$ cat src/rtl/comparator_3_bits_tracker.sv
// Window statistics collector for a 3-bit magnitude comparator stream.
// Accumulates gt/eq/lt/illegal counts and max A over WINDOW samples, then holds the summary until it is taken.
module comparator_3_bits_tracker #(
  parameter int WINDOW = 8,
  parameter int CNT_W  = 4
) (
  input  logic             in_clk,
  input  logic             in_rst_n,
  input  logic             in_valid,
  input  logic [2:0]       in_A,
  input  logic [2:0]       in_C,
  output logic             out_accept,
  input  logic             in_ready,
  output logic             out_valid,
  output logic [CNT_W-1:0] out_gt_cnt,
  output logic [CNT_W-1:0] out_eq_cnt,
  output logic [CNT_W-1:0] out_lt_cnt,
  output logic [CNT_W-1:0] out_err_cnt,
  output logic [2:0]       out_max_A
);

  typedef enum logic {ACCUM, HOLD} state_t;

  localparam logic [CNT_W-1:0] LAST_IDX = CNT_W'(WINDOW - 1);
  localparam logic [CNT_W-1:0] ONE      = CNT_W'(1);

  state_t           state;
  logic [CNT_W-1:0] sample_cnt;

  // Handshake outputs are pure state decodes, so neither in_valid nor in_ready reaches an output combinationally.
  assign out_accept = (state == ACCUM);
  assign out_valid  = (state == HOLD);

  // NOTE: sequential state uses non-blocking assignments so every register samples pre-edge values.
  always_ff @(posedge in_clk) begin
    if (!in_rst_n) begin
      state       <= ACCUM;
      sample_cnt  <= '0;
      out_gt_cnt  <= '0;
      out_eq_cnt  <= '0;
      out_lt_cnt  <= '0;
      out_err_cnt <= '0;
      out_max_A   <= '0;
    end else begin
      case (state)
        ACCUM: begin
          if (in_valid) begin
            case (in_C)
              3'b100:  out_gt_cnt  <= out_gt_cnt + ONE;
              3'b010:  out_eq_cnt  <= out_eq_cnt + ONE;
              3'b001:  out_lt_cnt  <= out_lt_cnt + ONE;
              default: out_err_cnt <= out_err_cnt + ONE;
            endcase
            if (in_A > out_max_A) out_max_A <= in_A;
            if (sample_cnt == LAST_IDX) begin
              sample_cnt <= '0;
              state      <= HOLD;
            end else begin
              sample_cnt <= sample_cnt + ONE;
            end
          end
        end
        HOLD: begin
          // Summary stays frozen until downstream takes it; the clear starts the next window from zero.
          if (in_ready) begin
            out_gt_cnt  <= '0;
            out_eq_cnt  <= '0;
            out_lt_cnt  <= '0;
            out_err_cnt <= '0;
            out_max_A   <= '0;
            state       <= ACCUM;
          end
        end
        default: state <= ACCUM;
      endcase
    end
  end

endmodule

$ cat config.mk
export PLATFORM = sky130hd
export DESIGN_NAME = comparator_3_bits_tracker
export DESIGN_NICKNAME = d
export VERILOG_FILES = /design/src/rtl/comparator_3_bits_tracker.sv
export SDC_FILE = /design/constraint.sdc
export NUM_CORES = 1
export LEC_CHECK = 0
export ABC_AREA = 1
export CAP_MARGIN = 20
export CORE_UTILIZATION = 40
export DETAILED_ROUTE_END_ITERATION = 7
export PLACE_DENSITY = 0.77
export SYNTH_ARGS = -nofsm -noshare
export SYNTH_HDL_FRONTEND = slang
export SYNTH_SLANG_ARGS = --single-unit
$ cat constraint.sdc
create_clock -name in_clk -period 1.4 [get_ports in_clk]
set_clock_uncertainty 0.05 [all_clocks]
set_input_delay 0.21 -clock in_clk [delete_from_list [all_inputs] [get_ports in_clk]]
set_output_delay 0.21 -clock in_clk [all_outputs]
set_load 0.01 [all_outputs]
==> results.yml, run 1 <==
synth:
  ys_warn_count: 0
  yosys.area_share.simple: 0.307
  synth_area_per_cell_um2: 8.11
  mappedNetlistNets: 175
  syn_area_um2: 1270
  synth_mux_area_frac: 0
  yosysSeqAreaShare: 0.377
  synthTopCellsByArea: "dfxtp_1, ha_1, a21oi_1, nand3_1, nand2_1"
  async_flop_share: 0
  synth-xor-area-share: 0.0344
  ys.flop_type: "dfxtp_1"
  synth_top_area_share: 0.377
  synth_edf_count: 0
  synth_cells: 157
  synth_top_family_by_area: "simple AND/OR/NAND/NOR gates"
  synth_compound_area_frac: 0.136
  synth.distinct_cells: 31
  synthAdderAreaFrac: 0.0786
  synth_seq_cells: 24
  yosysTopAreaCell: "dfxtp_1"
floorplanning:
  core-area_um2: 3030
  die_x_um: 58.4
  top_level_ports: 31
  die_y_um: 58.4
  start_util: 0.421
  die_area_um2: 3410
  rows: 20
detailed_routing:
  avgRoutedWirePerCell_um: 11.5
  drt_iter0_drc: 38
  viasPerCell: 4.84
  drt-total-wl_mm: 2.79
  drc: 0
  ant_nets: 0
  drtPass1Iterations: 4
  vias: 1177
finish:
  fill_cells: 293
  syn_to_final_growth_pct: 38.7
  layout_commonest_cell: "dlygate4sd2_1"
  final_cell_mix: "dlygate4sd2_1, nand2_1, a21oi_1, nand3_1, dfxtp_2"
  antennaDiodeCount: 0
  layout-drive-gt1-share: 0.312
  fin_nets: 218
critical_path:
  crit_arrival_ps: 1510
  cp-end-kind: "flip-flop"
  cp-start-kind: "input port"
  crit_required_ps: 1560
  worstSetupPathType: "in -> reg"
  worstPathMaxFanout: 4
  reg2reg_slack_ps: 50
global_route:
  antenna_found_initial: 0
  grt_remaining_overflow: 0
  grt_usage: 0.179
  grt_max_degree: 14
  grt_first_pass_wirelength_mm: 4.66
  grt_pass1_vias: 1139
clock_tree:
  ctsHtreeMaxLevel: 1
  cts-buffers-inserted: 3
  cts_buffer_depth: 2
  cts.sink_count: 24
  clk_pin_slew_ps: 130
  hold_buffers: 0
  cts_tree: "built"
  clockRootBuffer: "clkbuf_4"
  clk_latency_ps: 310
pwr:
  power_density_nw_per_um2: 753
  p_total_w: 0.00133
  ir_worst_vdd_mv: 0.406
  leakagePower_nw: 0.821
timing:
  fmax_mhz: 738
  finalCritPeriodShare: 0.967
  rsz0062_at_grt: "no"
  hold_viol: 0
  slew_headroom: 0.837
  setup_viol: 0
  setup_ws_ps: 45.6
  setup_tns_ps: 0
  tightest_slew_ps: 242
  slew_viol_final: 0
  fin_crit_ps: 1350
place:
  place_ws_ps: -307
  io_buffers: 30
  gp_congestion: 0.765
  dp_hpwl_mm: 2.16
outcome:
  status: "finished, final reports clean"
run:
  cap_violations: 0
hold_path:
  min_path_type: "reg -> reg"
-- metrics by stage --
step | utilization | cells | hold WS, ps | instance area (um^2)
floorplan | - | 157 | 296 | 1270
global placement | 0.552 | 236 | 410 | 1670
detailed placement | 0.552 | 236 | 431 | 1670
CTS | 0.568 | 241 | 418 | 1720
global route | 0.583 | 243 | 437 | 1770
finish | 0.583 | 243 | 419 | 1770
-- layout make-up --
| type | instances | area, um^2 | area share |
|---|---|---|---|
| inverter | 19 | 81.3 | 0.0460 |
| sequential | 24 | 508 | 0.288 |
| timing repair buffer | 39 | 342 | 0.193 |
| clock buffer | 4 | 36.3 | 0.0205 |
| multi-input combinational | 113 | 744 | 0.421 |
| tap | 44 | 55.1 | 0.0312 |
-- registers in the layout, summed over array words and instances, names as in the netlist --
name         cells
out_eq_cnt       4
out_gt_cnt       4
sample_cnt       4
out_max_A        3
out_lt_cnt       4
out_valid        1
out_err_cnt      4
-- path summary, 6_finish.rpt --
path | cells after the start | start | end
worst max-delay path | 7 | in_A[2] | out_max_A[0]
worst max register to register | 7 | out_max_A[2] | out_max_A[0]
worst min register to register | 1 | out_eq_cnt[0] | out_eq_cnt[0]
worst min-delay path | 1 | out_eq_cnt[0] | out_eq_cnt[0]
-- routing by layer --
metal | share of wire | up-vias | track usage | wire length [um]
li1 | - | 603 | - | -
met1 | 0.42 | 539 | 0.190 | 1180
met2 | 0.52 | 29 | 0.340 | 1460
met3 | 0.038 | 6 | 0.0286 | 107
met4 | 0.015 | 0 | 0.0884 | 42
met5 | 0 | - | 0 | 0
-- power breakdown --
group	switching (W)	internal, W
Clock	0.000201	0.000159
Combinational	0.000131	0.000115
Sequential	0.0000198	0.000705
Total	0.000352	0.000979
-- cells by family (layout without fill, tap and decap cells) --
kind of cell | after synthesis | in the layout
buffers and inverters | 20 | 62
flip-flops | 24 | 24
AND/OR/NAND/NOR | 69 | 69
AO/OA/AOI/OAI | 31 | 31
adder cells (fa/ha/maj) | 8 | 8
XOR/XNOR | 5 | 5
-- synth_stat cells, types with 2 or more instances --
cell      n
dfxtp_1  24
a21oi_1  19
nand2_1  19
nand3_1  17
inv_1    12
nor2_1   12
ha_1      8
o21ai_0   5
inv_2     4
nand2_2   4
xor2_1    4
and3_1    3
o21ai_2   3
inv_4     2
nand2_8   2
nor2_2    2
nor2_4    2
o21ai_1   2
-- critical path, cell delays in order --
cell	delay (ps)
clkdlybuf4s50_1	470
ha_4	310
nand2_1	60
o21ai_2	210
nand2_2	90
nand3_1	90
a21oi_1	70
-- timing repair --
item,in CTS,in global routing
buffers inserted,1,2
endpoints found under the setup margin,24,3
cloned,0,0
gates resized for setup,42,5
pin swaps,0,5
No activity file was read; power rests on OpenSTA's default activity.
==> inputs of run 2 (changes only) <==
Settings changed: CTS_BUF_LIST from default to sky130_fd_sc_hd__clkbuf_2, SETUP_SLACK_MARGIN from default to 0.3.
==> results.yml, run 2 (synthesis gave the netlist of run 1 again) <==
clock_tree:
  clockRootBuffer: "clkbuf_2"
  clk_pin_slew_ps: 230
  cts_tree: "built"
  cts-buffers-inserted: 3
  ctsHtreeMaxLevel: 1
  cts_buffer_depth: 2
  hold_buffers: 0
  cts.sink_count: 24
  clk_latency_ps: 340
run:
  cap_violations: 0
timing:
  slew_headroom: 0.844
  slew_viol_final: 0
  finalCritPeriodShare: 1.01
  fin_crit_ps: 1410
  holdWs_ps: 426
  tightest_slew_ps: 234
  fmax_mhz: 708
  setup_ws_ps: -11.7
  hold_viol: 0
  setup_viol: 1
  rsz0062_at_grt: "yes"
hold_path:
  min_path_type: "reg -> reg"
detailed_routing:
  avgRoutedWirePerCell_um: 14.0
  drc: 2
  drt_iter0_drc: 30
  ant_nets: 0
  vias: 1373
  drtPass1Iterations: 8
  drt-total-wl_mm: 3.77
  viasPerCell: 5.10
floorplanning:
  core-area_um2: 3030
  rows: 20
  die_x_um: 58.4
  die_area_um2: 3410
  top_level_ports: 31
  start_util: 0.421
  die_y_um: 58.4
finish:
  final_util: 0.733
  syn_to_final_growth_pct: 74.4
  final_cell_mix: "buf_6, buf_4, dfxtp_2"
  fill_cells: 213
  fin_nets: 244
  stdcell_count: 269
  layout_commonest_cell: "buf_6"
  fin_area_um2: 2220
  antennaDiodeCount: 0
  layout-drive-gt1-share: 0.587
pwr:
  leakagePower_nw: 0.972
  power_density_nw_per_um2: 614
  ir_worst_vdd_mv: 0.342
global_route:
  grt_first_pass_wirelength_mm: 5.48
  grt_max_degree: 14
  grt_pass1_vias: 1250
  grt_usage: 0.211
  antenna_found_initial: 0
  grt_remaining_overflow: 0
place:
  place_ws_ps: -294
  gp_congestion: 0.766
  place_inst: 237
  placed_cell_area_um2: 1700
  dp_hpwl_mm: 2.18
  io_buffers: 30
outcome:
  status: "finished, violations left"
  violations: "design-rule violations, negative setup slack"
critical_path:
  worstPathMaxFanout: 4
  crit_required_ps: 1650
  crit_arrival_ps: 1670
  worstSetupPathType: "reg -> reg"
  cp-end-kind: "flip-flop"
  cp-start-kind: "flip-flop"
## run 2: changes by cell type in the layout (fill, tap and decap cells not counted), moves of 3 or more
cell / change
dlygate4sd2_1: -20
clkbuf_4: -3
nand3_2: +9
nand2_2: +3
o21ai_0: -4
buf_6: +29
buf_4: +15
clkbuf_2: +3
nor2_4: +4
nand3_1: -9
dfxtp_1: -3
nand2_1: -5
o21ai_4: +3
## run 2: final cells by class
type | instances | area [um^2] | share of cell area
clock buffers | 3 | 15.0 | 0.00676
clock inverters | 1 | 3.75 | 0.00169
inverters | 19 | 93.8 | 0.0423
multi-input cells | 113 | 893 | 0.402
flip-flops and latches | 24 | 514 | 0.232
well taps | 44 | 55.1 | 0.0248
repair buffers | 65 | 646 | 0.291
## run 2: timing repair
| item | CTS | global route |
|---|---|---|
| buffers inserted | 25 | 3 |
| resized for setup | 153 | 23 |
| setup endpoints to repair | 41 | 45 |
| gates cloned | 0 | 0 |
| pin swaps | 19 | 9 |
## run 2: metrics by stage
step	total power [W]	setup TNS, ps
after floorplan	0.000880	0
after global placement	0.000970	-2210
after detailed placement	0.000982	-2900
after CTS	0.00133	0
after global routing	0.00143	-201
final	0.00136	-11.7
## run 2: final timing paths
check	from	endpoint	slack, ps	cells past startpoint
worst max-delay path	out_max_A[2]	out_max_A[1]	-10	9
worst min-delay path	out_lt_cnt[0]	out_lt_cnt[0]	430	1
worst max register to register	out_max_A[2]	out_max_A[1]	-10	9
worst min register to register	out_lt_cnt[0]	out_lt_cnt[0]	430	1
## run 2: critical path: stages (launching register included)
cell and delay, ps:
dfxtp_2 380, buf_6 100, inv_4 30, ha_4 290, nand3_2 80, nand2_2 90
inv_2 60, nand2_2 90, nand3_2 80, a21oi_2 130
## run 2: where the power goes
group | total (W) | internal (W) | switching [W]
sequential | 0.000722 | 0.000704 | 0.0000177
clock | 0.000280 | 0.0000621 | 0.000218
combinational | 0.000362 | 0.000176 | 0.000186
## run 2: per-layer routing
metal  wire, um  up-vias  GRT usage
met5          0        -          0
met4         75        0     0.0986
met3         93        8     0.0264
met2       2040       34      0.379
met1       1560      672      0.249
li1           -      659          -
